<file path="src/rtl/base_decode_skid.sv">
// Registered binary decode (one-hot / thermometer / one-cold) behind a 2-entry skid buffer,
// with a saturating counter of accepted error beats.
module base_decode_skid #(
    parameter int unsigned enc_width = 3,
    parameter int unsigned dec_width = 2 ** enc_width,
    parameter int unsigned cnt_width = 8
) (
    input  logic                 clk,
    input  logic                 rstn,
    input  logic                 i_v,
    output logic                 i_r,
    input  logic [enc_width-1:0] i_d,
    input  logic [1:0]           i_mode,
    output logic                 o_v,
    input  logic                 o_r,
    output logic [dec_width-1:0] o_d,
    output logic                 o_err,
    output logic [cnt_width-1:0] err_cnt,
    input  logic                 err_clr
);

    int unsigned          idx;
    logic                 in_range;
    logic [dec_width-1:0] dec;
    logic                 dec_err;

    always_comb begin
        idx      = {{(32 - enc_width){1'b0}}, i_d};
        in_range = idx < dec_width;
        dec      = '0;
        // Out-of-range indices fall out naturally: no bit matches, every bit is below/unequal.
        for (int unsigned k = 0; k < dec_width; k++) begin
            case (i_mode)
                2'd1:    dec[k] = (k <= idx);
                2'd2:    dec[k] = (k != idx);
                default: dec[k] = (k == idx);
            endcase
        end
        dec_err = !in_range || (i_mode == 2'd3);
    end

    logic [dec_width:0]   head_q, head_d;
    logic [dec_width:0]   skid_q, skid_d;
    logic [1:0]           occ_q, occ_d;
    logic                 ir_q;
    logic [cnt_width-1:0] cnt_q, cnt_d;
    logic                 push, pop;
    logic [dec_width:0]   beat;

    assign beat = {dec_err, dec};
    assign push = i_v & ir_q;
    assign pop  = (occ_q != 2'd0) & o_r;

    always_comb begin
        head_d = head_q;
        skid_d = skid_q;
        occ_d  = occ_q;
        case (occ_q)
            2'd0: begin
                if (push) begin
                    head_d = beat;
                    occ_d  = 2'd1;
                end
            end
            2'd1: begin
                if (push && pop) begin
                    head_d = beat;
                end else if (push) begin
                    skid_d = beat;
                    occ_d  = 2'd2;
                end else if (pop) begin
                    occ_d = 2'd0;
                end
            end
            default: begin
                // Full: i_r is low, so only a drain can happen here.
                if (pop) begin
                    head_d = skid_q;
                    occ_d  = 2'd1;
                end
            end
        endcase

        cnt_d = cnt_q;
        if (err_clr) begin
            cnt_d = '0;
        end else if (push && dec_err && (cnt_q != {cnt_width{1'b1}})) begin
            cnt_d = cnt_q + 1'b1;
        end
    end

    always_ff @(posedge clk) begin
        if (!rstn) begin
            head_q <= '0;
            skid_q <= '0;
            occ_q  <= 2'd0;
            ir_q   <= 1'b0;
            cnt_q  <= '0;
        end else begin
            head_q <= head_d;
            skid_q <= skid_d;
            occ_q  <= occ_d;
            ir_q   <= (occ_d != 2'd2);
            cnt_q  <= cnt_d;
        end
    end

    assign i_r     = ir_q;
    assign o_v     = (occ_q != 2'd0);
    assign o_d     = head_q[dec_width-1:0];
    assign o_err   = head_q[dec_width];
    assign err_cnt = cnt_q;

endmodule

</file>
<file path="config.mk">
export PLATFORM = sky130hd
export DESIGN_NAME = base_decode_skid
export DESIGN_NICKNAME = d
export VERILOG_FILES = /design/src/rtl/base_decode_skid.sv
export SDC_FILE = /design/constraint.sdc
export NUM_CORES = 1
export LEC_CHECK = 0
export CAP_MARGIN = 40
export CORE_MARGIN = 1
export CORE_UTILIZATION = 52
export DETAILED_ROUTE_END_ITERATION = 12
export MAX_ROUTING_LAYER = met4
export PLACE_DENSITY = 0.75
export SYNTH_ARGS = -nofsm -noshare
export SYNTH_HDL_FRONTEND = slang
export SYNTH_SLANG_ARGS = --single-unit
</file>
<file path="constraint.sdc">
create_clock -name clk -period 2.1 [get_ports clk]
set_clock_uncertainty 0.2 [all_clocks]
set_input_delay 0.315 -clock clk [delete_from_list [all_inputs] [get_ports clk]]
set_output_delay 0.315 -clock clk [all_outputs]
set_load 0.1 [all_outputs]
</file>
==> results of run 1 <==
-- worst register-to-register path: stages, from the launching register on --
cell and delay [ns]:
dfxtp_2 0.35, ha_1 0.27, and2_1 0.18, a211oi_1 0.36, a31o_2 0.21, a21oi_1 0.05
-- stage by stage --
step	cell area (sq um)	std cells	hold WS, ns
3_3_place_gp	2054	275	0.2518
6_report	2140	283	0.2820
5_1_grt	2140	283	0.3141
3_5_place_dp	2054	275	0.2647
2_1_floorplan	1722	199	0.1911
4_1_cts	2140	283	0.2826
-- power breakdown --
part / switching (W) / internal (W)
clock: 0.000200 / 0.000284
combinational: 0.000189 / 0.000104
sequential: 0.00000907 / 0.000563
-- cell families after synthesis --
group                    after synthesis  share of synthesized area (%)
AO/OA/AOI/OAI                         55                          22.48
adder cells (fa/ha/maj)                4                          2.920
multiplexers                           8                          4.672
buffers and inverters                 25                          9.561
AND/OR/NAND/NOR                       76                          25.48
flip-flops                            29                          33.87
XOR/XNOR                               2                          1.022
-- worst max path at each step --
stage	from	end	slack, ns
2_1_floorplan	err_cnt[6]	err_cnt[1]	0.02
5_1_grt	i_mode[0]	head_q[5]	0.02
6_report	i_mode[0]	head_q[4]	0.15
3_5_place_dp	i_mode[0]	head_q[5]	-0.22
3_3_place_gp	i_mode[0]	head_q[5]	-0.14
4_1_cts	i_mode[0]	head_q[5]	0.14
-- area by class of cell --
cell class | count | share of cell area [%]
clock inverters | 1 | 1.404
clock buffers | 7 | 2.573
inverters | 9 | 1.579
well taps | 44 | 2.573
repair buffers | 48 | 19.06
multi-input cells | 145 | 45.32
flip-flops and latches | 29 | 27.49
-- synth_stat cells, types with 3 or more instances --
| library cell | instances | area share [%] |
|---|---|---|
| nand3_1 | 4 | 1.2 |
| o22ai_1 | 4 | 1.5 |
| ha_1 | 4 | 2.9 |
| dfxtp_1 | 29 | 34 |
| a211oi_1 | 3 | 1.3 |
| o21ai_0 | 10 | 2.9 |
| o211ai_1 | 5 | 2.2 |
| inv_1 | 8 | 1.8 |
| nor2b_1 | 6 | 2.2 |
| nand2_1 | 16 | 3.5 |
| or2b_1 | 3 | 1.3 |
| nand4_1 | 11 | 4.0 |
| nand2b_1 | 3 | 1.1 |
| mux2i_1 | 8 | 4.7 |
| nor3_1 | 5 | 1.5 |
| nor2_1 | 12 | 2.6 |
| buf_6 | 5 | 3.3 |
| buf_2 | 3 | 0.88 |
| a21oi_1 | 12 | 3.5 |
| a31oi_1 | 5 | 1.8 |
-- state kept, by name, summed over array words and instances (netlist names) --
name / cells
skid_q: 9
err_cnt: 8
i_r: 1
occ_q: 2
head_q: 9
-- metal layers --
metal  global-route usage, %  vias up  part of all wire (%)
met5                       -        -                     0
met4                   14.63        0                   3.5
met3                   5.895       12                   4.9
met2                   47.51       53                    51
met1                   27.69      783                    40
li1                        -      803                     -
==> impl_metrics.env, run 1 <==
export IMPL_die_area_sq_mm=0.003530
export IMPL_power_density_mw_per_mm2=630.8
export IMPL_crit_slowest_cell="clkdlybuf4s50_1"
export IMPL_syn_area_sq_mm=0.001714
export IMPL_crit_required_ns=2.11
export IMPL_fmax_mhz=513.6
export IMPL_drc_errors=0
export IMPL_dp_hpwl_microns=3145
export IMPL_post_drt_via_cell_ratio=5.834
export IMPL_synth_seq_cells=29
export IMPL_globalRouteTotalUtil_pct=26.99
export IMPL_fin_crit_sh_pct=92.71
export IMPL_finalCoreUtilization_pct=69.51
export IMPL_finalPower_w=0.001350
export IMPL_ir_worst_vdd_mv=0.5287
export IMPL_drt_first_pass_iters=4
export IMPL_hp_class="flop to flop"
export IMPL_min_path_cells=2
export IMPL_async_flop_share_pct=0
export IMPL_dr_total_vias=1651
export IMPL_ys_types=50
export IMPL_r2r_start="err_cnt[0]"
export IMPL_cts_buffers=5
export IMPL_ctsLongestPathBuffers=2
export IMPL_gr_total_overflow=0
export IMPL_dp_slack_ns=-0.2185
export IMPL_layout_common_cells="37 x buf_4, 23 x dfxtp_1, 16 x nand2_1"
export IMPL_ioPinCount=29
export IMPL_synth_seq_area_share_pct=33.87
export IMPL_gp_congestion=0.7947
export IMPL_antenna_found_initial=0
export IMPL_portBuffers=28
export IMPL_fin_nets=252
export IMPL_path_max_fanout=6
export IMPL_initial_utilization_pct=55.69
export IMPL_detail_route_antenna_nets=0
export IMPL_fin_tns_setup_ns=0
export IMPL_routed_wl_microns=4256
export IMPL_area_delta_synth_final_pct=24.82
export IMPL_cts_resized=0
export IMPL_r2r_end="err_cnt[5]"
export IMPL_min_delay_start="head_q[6]"
export IMPL_ff2ff_setup_slack_ns=0.36
export IMPL_finalHoldViolCount=0
export IMPL_postCtsSetupRepairBufs=0
export IMPL_synth_area_per_cell_sq_um=8.614
export IMPL_worstSetupPathType="primary input to flop"
export IMPL_drt_wirelength_per_cell_microns=15.04
export IMPL_synth_main_ff_cell="dfxtp_1"
export IMPL_insertion_delay_ns=0.33
export IMPL_slowest_delay_ns=0.48
export IMPL_worstMarginPinSlew_ns=0.4419
export IMPL_core_area_sq_mm=0.003078
export IMPL_multi_input_area_sq_um=969.7
export IMPL_syn_inst=199
export IMPL_die_height_microns=59.42
export IMPL_n_antenna_cell=0
export IMPL_status="finished, final reports clean"
export IMPL_hold_end="head_q[6]"
export IMPL_grt_start_max_net_pins=30
export IMPL_cp_num_cells=7
export IMPL_finalMaxSlewViolations=0
export IMPL_syn_nets=213
export IMPL_p_leak_nw=0.8418
export IMPL_maxCapViolations=0
export IMPL_ys_warn_count=0
export IMPL_die_x_microns=59.42
export IMPL_h_tree_depth=2
export IMPL_post_route_min_period_ns=1.947
export IMPL_setup_ws_ns=0.1530
export IMPL_cp_num_buf_inv=2
export IMPL_seq_area_sq_um=588.1
export IMPL_relSlewSlack_pct=70.47
export IMPL_drt_iter0_drc=157
export IMPL_rsz0062_at_grt="no"
export IMPL_synth_edff_count=0
export IMPL_cts_sinks=29
export IMPL_setup_viol=0
export IMPL_cts_tree="yes"
export IMPL_start_kind="primary input"
export IMPL_r2r_worst_path_cells=5
export IMPL_grt_first_pass_wirelength_microns=6699
export IMPL_crit_family="buffers and inverters"
export IMPL_path_clk_slew_ns=0.09
export IMPL_layout_cells_most_common="buf_4"
export IMPL_end_kind="flop"
export IMPL_arrival_ns=1.96
export IMPL_core_rowCount=20
export IMPL_fillCellCount=270
export IMPL_clockRootBuffer="clkbuf_4"
export IMPL_path_cells="clkdlybuf4s50_1 > inv_1 > ha_1 > and3b_1 > a31o_2 > nor3_1 > o22ai_1"
export IMPL_grt_pass1_vias=1572
export IMPL_drive_above_1_share_pct=26.78
export IMPL_ctsHoldBuffers=0
Power figures use the tool's default switching activity.
==> run 2, diff against run 1 <==
- CORE_UTILIZATION: 52 -> 55
- CTS_BUF_LIST: unset -> sky130_fd_sc_hd__clkbuf_8
- PLACE_DENSITY: 0.75 -> 0.87
==> run 2 against run 1 <==
  * The run now ends with design-rule violations left
  * Total power decreased by 3.7%
  * Hold slack got worse by 0.0016 ns
  * Global-route usage increased by 0.37 points
  * Via count about the same
  * Wire length decreased by 6.9%
  * Critical endpoint is now skid_q[1]
==> impl_metrics.env, run 2 (same netlist as run 1, synthesis figures left out) <==
export IMPL_fillCellCount=224
export IMPL_ff2ff_setup_slack_ns=0.40
export IMPL_area_delta_synth_final_pct=23.80
export IMPL_die_height_microns=57.83
export IMPL_portBuffers=28
export IMPL_gp_congestion=0.8735
export IMPL_layout_common_cells="35 x buf_4, 23 x dfxtp_1, 16 x nand2_1"
export IMPL_hold_ws_ns=0.2803
export IMPL_placed_cell_area_sq_mm=0.002003
export IMPL_final_area_sq_mm=0.002122
export IMPL_ioPinCount=29
export IMPL_final_cells=267
export IMPL_dp_hpwl_microns=2906
export IMPL_fin_nets=249
export IMPL_ir_worst_vdd_mv=0.4806
export IMPL_cts_tree="yes"
export IMPL_status="finished, violations left"
export IMPL_end_kind="flop"
export IMPL_grt_first_pass_wirelength_microns=6837
export IMPL_drt_first_pass_iters=8
export IMPL_seq_area_sq_um=588.1
export IMPL_rsz0062_at_grt="yes"
export IMPL_detail_route_antenna_nets=0
export IMPL_power_density_mw_per_mm2=612.6
export IMPL_multi_input_area_sq_mm=0.001006
export IMPL_dp_cells=259
export IMPL_drive_above_1_share_pct=27.54
export IMPL_met1_usage_pct=29.97
export IMPL_finalCoreUtilization_pct=74.39
export IMPL_crit_slowest_cell="clkdlybuf4s50_1"
export IMPL_grt_start_max_net_pins=30
export IMPL_worstSetupPathType="primary input to flop"
export IMPL_drt_iter0_drc=77
export IMPL_drc_errors=3
export IMPL_insertion_delay_ns=0.28
export IMPL_worstMarginPinSlew_ns=0.3757
export IMPL_path_max_fanout=5
export IMPL_routed_wl_microns=3963
export IMPL_path_cells="clkdlybuf4s50_1 > buf_4 > inv_1 > ha_1 > nor2_2 > buf_4 > nand4_1 > o211ai_1 > o22ai_1"
export IMPL_violations="design-rule violations"
export IMPL_cts_sinks=29
export IMPL_drt_wirelength_per_cell_microns=14.84
export IMPL_n_antenna_cell=0
export IMPL_start_kind="primary input"
export IMPL_die_area_sq_mm=0.003344
export IMPL_arrival_ns=1.95
export IMPL_p_leak_nw=0.8311
export IMPL_cp_num_buf_inv=4
export IMPL_met3_usage_pct=7.589
export IMPL_finalHoldViolCount=0
export IMPL_grt_pass1_vias=1623
export IMPL_core_rowCount=19
export IMPL_h_tree_depth=2
export IMPL_fin_crit_sh_pct=94.70
export IMPL_antenna_found_initial=0
export IMPL_grt_busiest_layer="met2"
export IMPL_cts_buffers=5
export IMPL_hp_class="flop to flop"
export IMPL_ctsLongestPathBuffers=2
export IMPL_path_clk_slew_ns=0.06
export IMPL_dr_total_vias=1650
export IMPL_relSlewSlack_pct=74.87
export IMPL_crit_required_ns=2.06
export IMPL_globalRouteTotalUtil_pct=27.36
export IMPL_die_x_microns=57.83
export IMPL_maxCapViolations=0
export IMPL_use_met2_pct=45.16
export IMPL_core_area_sq_mm=0.002853
export IMPL_post_drt_via_cell_ratio=6.180
export IMPL_layout_cells_most_common="buf_4"
export IMPL_gr_total_overflow=0
export IMPL_clockRootBuffer="clkbuf_8"
export IMPL_post_route_min_period_ns=1.989
export IMPL_fmax_mhz=502.9
export IMPL_initial_utilization_pct=60.09
export IMPL_finalMaxSlewViolations=0
export IMPL_setup_viol=0
export IMPL_slowest_delay_ns=0.51
export IMPL_crit_path_frequent_cell="buf_4"
export IMPL_crit_family="buffers and inverters"
-- run 2: metal layers --
| metal | up-vias | wire length, microns |
|---|---|---|
| met1 | 773 | 1664 |
| met3 | 12 | 247 |
| met5 | - | 0 |
| met2 | 67 | 1959 |
| li1 | 798 | - |
| met4 | 0 | 91 |
-- run 2: final cells by class --
type | count | share of cell area (%)
clock buffer | 5 | 3.243
clock inverter | 3 | 0.6486
inverter | 9 | 1.592
multi-input combinational | 145 | 47.41
sequential | 29 | 27.71
tap | 31 | 1.828
timing repair buffer | 45 | 17.57
-- run 2: final timing paths --
| check | startpoint | to | cells past startpoint |
|---|---|---|---|
| max | i_mode[1] | skid_q[1] | 9 |
| min | head_q[7] | head_q[7] | 2 |
| max reg2reg | err_cnt[0] | err_cnt[5] | 6 |
| min reg2reg | head_q[7] | head_q[7] | 2 |
-- run 2: worst register-to-register path, stage by stage (launching register included) --
cell and delay, ns:
dfxtp_2 0.34, ha_1 0.27, and2_1 0.18, a211oi_1 0.22, buf_4 0.17, a31o_2 0.15, a21oi_1 0.05
-- run 2: power breakdown --
group,switching (W),leakage [nW],total [W],internal (W)
Combinational,0.000193,0.544,0.000299,0.000106
Clock,0.000205,0.0491,0.000429,0.000224
Sequential,0.00000831,0.238,0.000572,0.000564
-- run 2: what timing repair did --
action                                  in CTS  in global routing
endpoints found under the setup margin       2                  5
gates resized for setup                      2                  5
hold endpoints to repair                     0                  0
hold buffers                                 0                  0
setup buffers                                0                  0
-- run 2: per-stage QoR --
step	setup slack [ns]	power, W	setup TNS, ns
finish	0.1114	0.001300	0
global route	-0.0003719	0.001356	-0.0003719
CTS	0.06234	0.001296	0
detailed placement	-0.3742	0.0008658	-2.524
global placement	-0.2471	0.0008570	-1.673
floorplan	0.01555	0.0007856	0
==> run 3, diff against run 2 <==
- PLACE_DENSITY: 0.87 -> unset
- PLACE_DENSITY_LB_ADDON: unset -> 0.08
==> run 3 against run 2 <==
  * The flow still finishes with violations (design-rule violations)
  * Total power fell by 1.0%
  * Final cell count rose by 1.1%
  * Flip-flop and latch count did not move
  * First-iteration DRC count fell by 12%
  * Via count fell by 1.0%
  * Count of clock-buffer cells in the layout did not move
  * Hold slack got worse by 0.020 ns
  * Wire length rose by 3.8%
  * Register-to-register slack got worse by 0.05 ns
  * Die area did not move
  * Final area rose by 0.35%
  * Largest cell class unchanged
  * Largest power group unchanged
==> impl_metrics.env, run 3 (same netlist as run 1, synthesis figures left out) <==
export IMPL_finalPower_w=0.001287
export IMPL_initial_utilization_pct=60.09
export IMPL_die_x_microns=57.83
export IMPL_die_height_microns=57.83
export IMPL_p_leak_nw=0.8473
export IMPL_path_max_fanout=9
export IMPL_crit_family="compound AO/OA/AOI/OAI gates"
export IMPL_setup_viol=0
export IMPL_fmax_mhz=492.6
export IMPL_h_tree_depth=2
export IMPL_fillCellCount=232
export IMPL_portBuffers=28
export IMPL_worstMarginPinSlew_ns=0.4054
export IMPL_gr_total_overflow=0
export IMPL_hp_class="flop to flop"
export IMPL_met2_length_microns=1939
export IMPL_cts_sinks=29
export IMPL_dr_total_vias=1633
export IMPL_clockRootBuffer="clkbuf_8"
export IMPL_antenna_found_initial=0
export IMPL_drt_iter0_drc=68
export IMPL_crit_slowest_cell="clkdlybuf4s50_1"
export IMPL_final_cells=270
export IMPL_path_cells="clkdlybuf4s50_1 > inv_1 > ha_2 > nor2_1 > a2111oi_2 > nor3_1 > o22ai_1"
export IMPL_cts_tree="yes"
export IMPL_arrival_ns=2.03
export IMPL_die_area_sq_mm=0.003344
export IMPL_grt_first_pass_wirelength_microns=6996
export IMPL_ctsLongestPathBuffers=2
export IMPL_fin_crit_sh_pct=96.67
export IMPL_violations="design-rule violations"
export IMPL_ir_worst_vdd_mv=0.4722
export IMPL_post_drt_via_cell_ratio=6.048
export IMPL_relSlewSlack_pct=72.81
export IMPL_gp_congestion=0.8208
export IMPL_drc_errors=4
export IMPL_fin_tns_setup_ns=0
export IMPL_post_route_min_period_ns=2.030
export IMPL_cts_buffers=5
export IMPL_ioPinCount=29
export IMPL_n_antenna_cell=0
export IMPL_wl_met3_microns=194
export IMPL_fin_nets=252
export IMPL_area_delta_synth_final_pct=24.23
export IMPL_rsz0062_at_grt="yes"
export IMPL_path_clk_slew_ns=0.06
export IMPL_layout_common_cells="37 x buf_4, 23 x dfxtp_1, 16 x nand2_1"
export IMPL_core_rowCount=19
export IMPL_end_kind="flop"
export IMPL_finalMaxSlewViolations=0
export IMPL_layout_cells_most_common="buf_4"
export IMPL_crit_required_ns=2.10
export IMPL_wl_met1_microns=1907
export IMPL_grt_start_max_net_pins=30
export IMPL_globalRouteTotalUtil_pct=28.60
export IMPL_dp_cells=262
export IMPL_drive_above_1_share_pct=27.20
export IMPL_slowest_delay_ns=0.48
export IMPL_status="finished, violations left"
export IMPL_start_kind="primary input"
export IMPL_power_density_mw_per_mm2=604.2
export IMPL_insertion_delay_ns=0.27
export IMPL_finalHoldViolCount=0
export IMPL_worstSetupPathType="primary input to flop"
export IMPL_grt_pass1_vias=1546
export IMPL_detail_route_antenna_nets=0
export IMPL_drt_first_pass_iters=8
export IMPL_cp_num_buf_inv=2
export IMPL_drt_wirelength_per_cell_microns=15.23
export IMPL_routed_wl_microns=4112
export IMPL_core_area_sq_mm=0.002853
export IMPL_dp_hpwl_microns=3005
export IMPL_top_layer_used="met4"
export IMPL_maxCapViolations=0
run 3: cell types whose count changed in the layout (fill, tap and decap cells not counted), sizes merged:
cell    before  now
inv         10   12
buf         36   39
clkinv       2    0
run 3: layout make-up:
type / count / area (sq um) / area share, %
multi-input combinational: 145 / 980.9 / 46.06
timing repair buffer: 48 / 407.9 / 19.15
inverter: 9 / 33.78 / 1.586
sequential: 29 / 588.1 / 27.61
tap: 31 / 38.79 / 1.821
clock buffer: 5 / 68.82 / 3.231
clock inverter: 3 / 11.26 / 0.5288
run 3: metrics by stage:
stage / hold WS [ns] / cell area (sq um) / util, % / setup WS, ns
after floorplan: 0.1911 / 1722 / - / 0.01555
after global placement: 0.2519 / 2038 / 71.45 / -0.2228
after detailed placement: 0.2587 / 2038 / 71.45 / -0.2972
after CTS: 0.2646 / 2118 / 74.25 / 0.003923
after global routing: 0.2979 / 2130 / 74.65 / -0.04792
final: 0.2604 / 2130 / 74.65 / 0.06991
run 3: timing repair:
item	4_1_cts	5_1_grt
setup endpoints to repair	0	6
buffers inserted	0	0
gates resized for setup	0	4
hold buffers	0	0
endpoints found under the hold margin	0	0
run 3: worst paths after layout:
path         startpoint        end  slack (ns)  cells past startpoint
max reg2reg    occ_q[1]  skid_q[0]        0.35                      5
min           head_q[7]  head_q[7]        0.26                      2
max           i_mode[0]  head_q[5]        0.07                      7
min reg2reg   head_q[7]  head_q[7]        0.26                      2
run 3: worst register-to-register path, cell delays in order, from the launching register on:
cell and delay (ns):
dfxtp_1 0.43, inv_2 0.13, buf_4 0.17, and4_4 0.36, mux2i_1 0.28, nor2b_1 0.07
run 3: routing by layer:
| layer | up-vias | global-route usage (%) |
|---|---|---|
| li1 | 805 | - |
| met1 | 781 | 35.53 |
| met2 | 41 | 43.51 |
| met3 | 6 | 8.259 |
| met4 | 0 | 11.90 |
| met5 | - | - |
run 3: where the power goes:
| part | leakage, nW | switching [W] | internal [W] |
|---|---|---|---|
| Combinational | 0.558 | 0.000191 | 0.000109 |
| Sequential | 0.238 | 0.00000950 | 0.000564 |
| Clock | 0.0519 | 0.000194 | 0.000220 |
| Total | 0.847 | 0.000394 | 0.000892 |
